### src/rtl/down_counter_sched.sv
// down_counter_sched: shares one external down counter between two requesters.
// Round-robin arbitration, loads the winner's delay, paces decrements with a
// prescaler, and pulses done to the served requester when the count hits zero.
module down_counter_sched #(
    parameter int unsigned WIDTH    = 4,
    parameter int unsigned PRESCALE = 1
) (
    input  logic             clock,
    input  logic             reset,
    input  logic             req0,
    input  logic             req1,
    input  logic [WIDTH-1:0] val0,
    input  logic [WIDTH-1:0] val1,
    output logic             done0,
    output logic             done1,
    output logic             busy,
    output logic             gnt,
    output logic [WIDTH-1:0] ctr_in,
    output logic             ctr_latch,
    output logic             ctr_dec,
    input  logic             ctr_zero
);

    localparam int unsigned PSC_W = (PRESCALE > 1) ? $clog2(PRESCALE) : 1;
    localparam logic [PSC_W-1:0] PSC_MAX = PSC_W'(PRESCALE - 1);

    typedef enum logic [1:0] {
        IDLE  = 2'd0,
        LOAD  = 2'd1,
        COUNT = 2'd2,
        DONE  = 2'd3
    } state_t;

    state_t           state;
    logic [PSC_W-1:0] psc;
    logic             last_gnt;
    logic             win;

    // Winner selection: a lone requester wins, a tie goes to the one not served last.
    assign win = (req0 && req1) ? ~last_gnt : req1;

    // Decrement only on the prescale boundary and never once the counter is at zero,
    // so the shared counter can never wrap below zero.
    assign ctr_dec = (state == COUNT) && (psc == PSC_MAX) && !ctr_zero;

    // Scheduler FSM with registered grant, load value and handshake outputs.
    always_ff @(posedge clock or posedge reset) begin
        if (reset) begin
            state     <= IDLE;
            psc       <= '0;
            last_gnt  <= 1'b1;
            gnt       <= 1'b0;
            ctr_in    <= '0;
            ctr_latch <= 1'b0;
            busy      <= 1'b0;
            done0     <= 1'b0;
            done1     <= 1'b0;
        end else begin
            ctr_latch <= 1'b0;
            done0     <= 1'b0;
            done1     <= 1'b0;
            case (state)
                IDLE: begin
                    if (req0 || req1) begin
                        gnt       <= win;
                        ctr_in    <= win ? val1 : val0;
                        ctr_latch <= 1'b1;
                        busy      <= 1'b1;
                        state     <= LOAD;
                    end
                end
                LOAD: begin
                    psc   <= '0;
                    state <= COUNT;
                end
                COUNT: begin
                    if (ctr_zero) begin
                        done0 <= ~gnt;
                        done1 <= gnt;
                        psc   <= '0;
                        state <= DONE;
                    end else if (psc == PSC_MAX) begin
                        psc <= '0;
                    end else begin
                        psc <= psc + PSC_W'(1);
                    end
                end
                DONE: begin
                    last_gnt <= gnt;
                    busy     <= 1'b0;
                    state    <= IDLE;
                end
                default: begin
                    state <= IDLE;
                end
            endcase
        end
    end

endmodule

### config.mk
export PLATFORM = sky130hd
export DESIGN_NAME = down_counter_sched
export DESIGN_NICKNAME = d
export VERILOG_FILES = /design/src/rtl/down_counter_sched.sv
export SDC_FILE = /design/constraint.sdc
export NUM_CORES = 1
export LEC_CHECK = 0
export ABC_AREA = 1
export BUFFER_PORTS_ARGS = -buffer_cell sky130_fd_sc_hd__buf_2
export CORE_MARGIN = 10
export CORE_UTILIZATION = 46
export CTS_CLUSTER_SIZE = 12
export DETAILED_ROUTE_END_ITERATION = 8
export PLACE_DENSITY = 0.75
export RECOVER_POWER = 50
export SETUP_SLACK_MARGIN = 0.3
export SLEW_MARGIN = 15
export SYNTH_ARGS = -nofsm -noshare
export SYNTH_HDL_FRONTEND = slang
export SYNTH_SLANG_ARGS = --single-unit
### constraint.sdc
create_clock -name clock -period 1.5 [get_ports clock]
set_clock_uncertainty 0.15 [all_clocks]
set_input_delay 0.075 -clock clock [delete_from_list [all_inputs] [get_ports clock]]
set_output_delay 0.075 -clock clock [all_outputs]
set_load 0.1 [all_outputs]
-- After elaboration in Yosys (flattened, before gate mapping)
Cells that the tools add are included.
- reduce and logical (&&, ||, !) cells: 11
- eq/ne operators: 5
- mux-type cells: 16
- bitwise operators: 3
- add/sub/neg operators: 1
- operators by type and width (kind ; count):
    1-bit two-way mux ; 10
    2-bit case mux with 4 select lines ; 1
    2-bit AND reduction ; 3
    2-bit == test, second input constant ; 2
    2-bit two-way mux ; 2
    4-bit two-way mux ; 1
    2-bit != test, second input constant ; 2
    1-bit case mux with 2 select lines ; 2
    2-bit nonzero test ; 2
    1-bit logical AND ; 3
    1-bit inverter ; 3
    2-bit by 1-bit == test with 1-bit output, second input constant ; 1
    2-bit logical NOT ; 1
    1-bit adder, second input constant ; 1
    1-bit logical NOT ; 1
    1-bit logical OR ; 1
- logic and storage cells: 45
- output and inout port bits: 10
- flip-flop bits (word level): 13

-- Depth between registers and ports, before layout
Gate-level depths: netlist of the first run.
- depth after elaboration: 4
- depth in mapped cells: 6

-- Worst setup path before layout of the first run
Ideal clock, no wire load.
- path kind: reg2out
- start: register state[0]
- end: output ctr_dec
- path slack: -0.028 ns
- data arrival time: 1.303 ns
- data required time: 1.275 ns
- cell stages (with the launch flop): 5
- path through: dfrtp_1 inv_1 ha_1 nand2_1 inv_1
- word-level cells in the longest chain between the ends: 3
- ends and longest elaborated chain (what ; line ; text):
    start, declared ; 34 ; state_t state;
    start signal, assigned ; 49 ; state <= IDLE;
    start signal, assigned ; 69 ; state <= LOAD;
    start signal, assigned ; 74 ; state <= COUNT;
    2-bit == test ; 44 ; assign ctr_dec = (state == COUNT) && (psc == PSC_MAX) && !ctr_zero;
    1-bit logical AND (2 in a row) ; 44 ;
    end, declared ; 20 ; output logic ctr_dec,
No other way between the ends.

-- Final worst setup path of the first run
Ends and elaborated chain as after synthesis.

==> reports/metrics.yaml, run 1 <==
clock_network:
  cts_tree: "done"
  clk_path_buf_depth: 2
  clock_sinks: 12
  cts_buffers: 3
  worstSkewPairLatency_ns: 0.29
  cts.clk_slew.worst_paths_ns: 0.09
  htree_levels: 1
  cts.root.buffer_cell: "clkbuf_4"
setup_path:
  r2r_setup_slack_ns: 0.07
  cp-end-kind: "output pin"
  crit-reg2reg-launch: "state[1]"
  crit_type: "reg -> out"
  worstPathMaxFanout: 2
  worstPathCellList: "inv_2 -> ha_4 -> nand2_4 -> clkinvlp_4 -> buf_12"
  crit_slowest_cell: "dfrtp_1"
  crit_buf_inv: 3
  cp.required_ns: 1.27
  worstReg2RegEnd: "ctr_in[0]"
  reg2reg_depth: 7
  cp_slowest_stage_delay_ns: 0.40
  cp-start-kind: "flip-flop"
  cp_top_family: "flip-flops"
  arrival_ns: 1.24
logic_synthesis:
  synth_cells: 77
  ys_seq_area_share_pct: 48.0
  synth_compound_area_share_pct: 2.99
  syn_area_um2: 628
  synth-adder-area-share_pct: 5.98
  ys_ff_latch: 12
  synth_mux_area_share_pct: 0
  yosys_warnings: 0
  synthSimpleGateAreaFrac_pct: 32.3
  synth-xor-area-share_pct: 0
  synth_top_family_by_area: "simple AND/OR/NAND/NOR gates"
  synth.distinct_cells: 14
  synth_nets: 93
  syn_avg_cell_area_um2: 8.16
job:
  max-cap-violations: 0
timing:
  setup_viol: 0
  hold_violations: 0
  period_needed_ns: 1.46
  rsz0062_at_grt: "true"
  tightest_slew_ns: 0.484
  slew_headroom_pct: 67.7
  clock.fmax_mhz: 684
  final.period_utilization_pct: 97.4
  drv_slew: 0
drt:
  wl_met1_um: 823
  drt_iter0_drc: 34
  ant_nets: 0
  drt_wl_total_mm: 2.37
  viasPerCell: 5.34
  wl_per_cell_um: 17.7
  dr_wl_met2_mm: 1.30
  vias: 715
  drt-pass1-iter-count: 4
  highest_layer: "met4"
  drc_errors: 0
  met3_length_um: 179
die:
  die_h_um: 57.0
  die_w_um: 57.0
  die-area_um2: 3240
  rows: 13
  start_util_pct: 48.3
  pin_count: 23
  core_um2: 1300
place:
  gp_congestion: 0.732
  io_buffers: 22
  dp_hpwl_mm: 1.19
  postPlaceCellArea_um2: 783
global_route:
  grt_pass1_vias: 685
  grt_pass1_wl_mm: 3.26
  grt_usage_pct: 12.8
  antenna_found_initial: 0
  grt_max_degree: 13
  grt_overflow_total: 0
hold_path:
  min_path_type: "in -> reg"
  min_from: "val1[0]"
  holdPathEnd: "ctr_in[0]"
  hold-path-cell-count: 5
cells_and_area:
  nets: 136
  utilization_pct: 83.6
  area_delta_synth_final_pct: 73.1
  final_common_cell: "nand2_1"
  final_cell_mix: "nand2_1, inv_1, buf_4"
  n_fill_cell: 70
  n_antenna_cell: 0
  stdcell_area_um2: 1090
  drive_gt1_share_pct: 50.4
run_status:
  status: "completed"
==> tightest hold or removal path: stages <==
cell and delay (ns):
buf_2 0.07, inv_1 0.03, nand3_1 0.08, nand3_1 0.09, nand2_1 0.06
==> per-layer routing <==
layer,GRT usage (%),vias to the layer above
li1,-,315
met1,12.7,350
met2,21.9,40
met3,4.65,10
met4,8.39,0
met5,0,-
==> cell usage after synthesis (all sizes together) <==
master  number  area [um^2]
nand2       26          108
inv         18         67.6
dfrtp       11          275
nand3       10         50.1
ha           3         37.5
nor2         3         35.0
nor3         2         10.0
o21ai        2         13.8
a21oi        1         5.00
dfstp        1         26.3
==> metrics by stage <==
step | instances | setup TNS [ns] | worst slack [ns] | hold slack, ns
6_report | 134 | 0 | 0.0386 | 0.0205
5_1_grt | 134 | -0.00949 | -0.00949 | 0.0174
4_1_cts | 132 | 0 | 0.0701 | 0.00260
3_5_place_dp | 114 | 0 | 0.137 | -0.0460
3_3_place_gp | 114 | 0 | 0.187 | -0.0484
2_1_floorplan | 77 | 0 | 0.0720 | -0.211
==> registers in the layout, summed over array words and instances (netlist names) <==
register	cells
busy	1
ctr_in	4
ctr_latch	1
done0	1
done1	1
gnt	1
last_gnt	1
state	2
==> worst max-delay path by stage <==
stage | from | endpoint | slack [ns] | cells after the start
after CTS | state[1] | ctr_dec | 0.07 | 4
final | state[0] | ctr_dec | 0.04 | 5
after global routing | state[0] | ctr_dec | -0.009 | 5
after floorplan | state[0] | ctr_dec | 0.07 | 4
after global placement | state[0] | ctr_dec | 0.19 | 5
after detailed placement | state[0] | ctr_dec | 0.14 | 5
==> area by class of cell <==
cell class              instances  area [um^2]  share of cell area, %
repair buffers                 38          302                   27.7
well taps                      15         18.8                   1.73
inverters                      18         73.8                   6.79
multi-input cells              47          348                   32.0
clock buffers                   4         36.3                   3.34
flip-flops and latches         12          309                   28.4
==> cell families (layout without fill, tap and decap cells) <==
logic type      Yosys count  after routing
flops                    12             12
compound gates            3              3
fa+ha+maj                 3              3
buf+inv                  18             60
simple gates             41             41
==> timing repair <==
item	in CTS	in global routing
setup buffers	5	2
setup endpoints to repair	19	12
endpoints found under the hold margin	18	0
hold buffers	9	0
pin swaps	6	2
resized for setup	24	8
Power of run 1 is left out: the tool's default activity adds up to more than one toggle a clock period on the data nets, which glitch-free logic cannot reach.
==> run 2: changes to the inputs <==
- CORE_UTILIZATION: 46 -> 35
- PLACE_DENSITY: 0.75 -> not set
==> run 2 against run 1 <==
Routed wire length decreased by 28%. Critical path depth unchanged. Global-route usage is 3.8 points lower. Via count down 16%. Final cell count grew 7.5%. Hold slack improved by 0.017 ns. Highest routed layer unchanged.
==> reports/metrics.yaml, run 2 (synthesized netlist as in run 1, its figures left out) <==
timing:
  final.period_utilization_pct: 96.2  # was 97.4%
  clock.fmax_mhz: 693  # was 684 MHz
  drv_slew: 0  # unchanged
  period_needed_ns: 1.44  # was 1.46 ns
  setup_viol: 0  # unchanged
  tightest_slew_ns: 0.543  # was 0.484 ns
  slew_headroom_pct: 63.9  # was 67.7%
  tns_ns: 0  # unchanged
  rsz0062_at_grt: "true"  # unchanged
  hold_violations: 0  # unchanged
setup_path:
  cp-end-kind: "output pin"  # unchanged
  crit_type: "reg -> out"  # unchanged
  cp-start-kind: "flip-flop"  # unchanged
  cp_slowest_stage_delay_ns: 0.40  # about the same
  worstPathMaxFanout: 2  # unchanged
  cp.required_ns: 1.27  # about the same
  arrival_ns: 1.22  # was 1.24 ns
  crit_buf_inv: 3  # unchanged
  worstPathCellList: "inv_2 -> ha_4 -> nand2_4 -> clkinvlp_4 -> buf_12"  # unchanged
  cp_top_family: "flip-flops"  # unchanged
  crit_slowest_cell: "dfrtp_1"  # unchanged
die:
  core_um2: 1710  # was 1300 um^2
  die_w_um: 62.4  # was 57.0 um
  die_h_um: 62.4  # was 57.0 um
  rows: 15  # was 13
  pin_count: 23  # unchanged
  die-area_um2: 3890  # was 3240 um^2
  start_util_pct: 36.8  # was 48.3%
place:
  io_buffers: 22  # unchanged
  dp.cells: 124  # was 114
  gp_congestion: 0.748  # was 0.732
  dp_hpwl_mm: 1.13  # was 1.19 mm
clock_network:
  cts_tree: "done"  # unchanged
  cts_buffers: 3  # unchanged
  cts.clk_slew.worst_paths_ns: 0.08  # was 0.09 ns
  worstSkewPairLatency_ns: 0.29  # about the same
  clock_sinks: 12  # unchanged
  cts.root.buffer_cell: "clkbuf_4"  # unchanged
  htree_levels: 1  # unchanged
  clk_path_buf_depth: 2  # unchanged
drt:
  wl_per_cell_um: 11.9  # was 17.7 um
  drt_wl_total_mm: 1.71  # was 2.37 mm
  drc_errors: 0  # unchanged
  drt_iter0_drc: 13  # was 34
  vias: 599  # was 715
  drt-pass1-iter-count: 4  # unchanged
  viasPerCell: 4.16  # was 5.34
  ant_nets: 0  # unchanged
cells_and_area:
  final_cell_mix: "nand2_1, inv_1, buf_2"  # was nand2_1, inv_1, buf_4
  nets: 136  # unchanged
  layout.cells.non_filler: 144  # was 134
  final_common_cell: "nand2_1"  # unchanged
  n_antenna_cell: 0  # unchanged
  top_register: "ctr_in"  # unchanged
  largest_registers: "ctr_in (4), state (2)"  # unchanged
  n_fill_cell: 142  # was 70
  area_delta_synth_final_pct: 69.1  # was 73.1%
  largest_reg_flops: 4  # unchanged
  drive_gt1_share_pct: 47.1  # was 50.4%
global_route:
  grt_usage_pct: 9.04  # was 12.8%
  grt_overflow_total: 0  # unchanged
  grt_pass1_vias: 632  # was 685
  grt_max_degree: 13  # unchanged
  antenna_found_initial: 0  # unchanged
  grt_pass1_wl_mm: 2.93  # was 3.26 mm
job:
  max-cap-violations: 0  # unchanged
run_status:
  status: "completed"  # unchanged
hold_path:
  min_path_type: "in -> reg"  # unchanged
## run 2: path summary, 6_finish.rpt
path | startpoint | end | slack [ns] | depth (start not counted)
min reg2reg | ctr_in[2] | ctr_in[2] | 0.35 | 2
min in group asynchronous | reset | ctr_latch | 0.19 | 3
max | state[0] | ctr_dec | 0.06 | 5
max reg2reg | state[1] | ctr_in[1] | 0.09 | 8
min | req0 | ctr_in[3] | 0.04 | 4
max in group asynchronous | reset | last_gnt | 0.66 | 3
## run 2: cell type report
cell class | count | area (um^2) | area share, %
clock buffers | 4 | 36.3 | 3.42
inverters | 18 | 78.8 | 7.42
multi-input cells | 47 | 314 | 29.6
flip-flops and latches | 12 | 309 | 29.1
well taps | 25 | 31.3 | 2.94
repair buffers | 38 | 293 | 27.6
## run 2: metal layers
metal  track usage (%)  share of wire (%)  wire (um)  vias up
met5                 0                  0          0        -
met4              4.19                1.7         29        0
met3              3.05                4.5         77        5
met2              15.3                 51        875       11
met1              9.95                 43        726      265
li1                  -                  -          -      318
## run 2: repair_timing
| action | CTS | global route |
|---|---|---|
| endpoints found under the setup margin | 18 | 10 |
| resized for setup | 21 | 6 |
| setup buffers | 4 | 2 |
| hold endpoints to repair | 18 | 0 |
| hold buffers | 10 | 0 |
| pin swaps | 3 | 3 |
## run 2: worst min-delay path: stages
cell and delay (ns):
buf_2 0.15, o21ai_4 0.11, nand2_1 0.07, nand2_1 0.05
## run 2: stage by stage
step,utilization (%),instance area (um^2),setup WS [ns],hold WS (ns)
6_report,62.2,1060,0.0563,0.0378
5_1_grt,62.2,1060,0.0170,0.0580
3_5_place_dp,46.6,796,0.160,-0.0446
2_1_floorplan,-,639,0.0720,-0.211
3_3_place_gp,46.6,796,0.184,-0.0387
4_1_cts,60.7,1040,0.0775,0.0277
Power of run 2 is left out for the same reason.
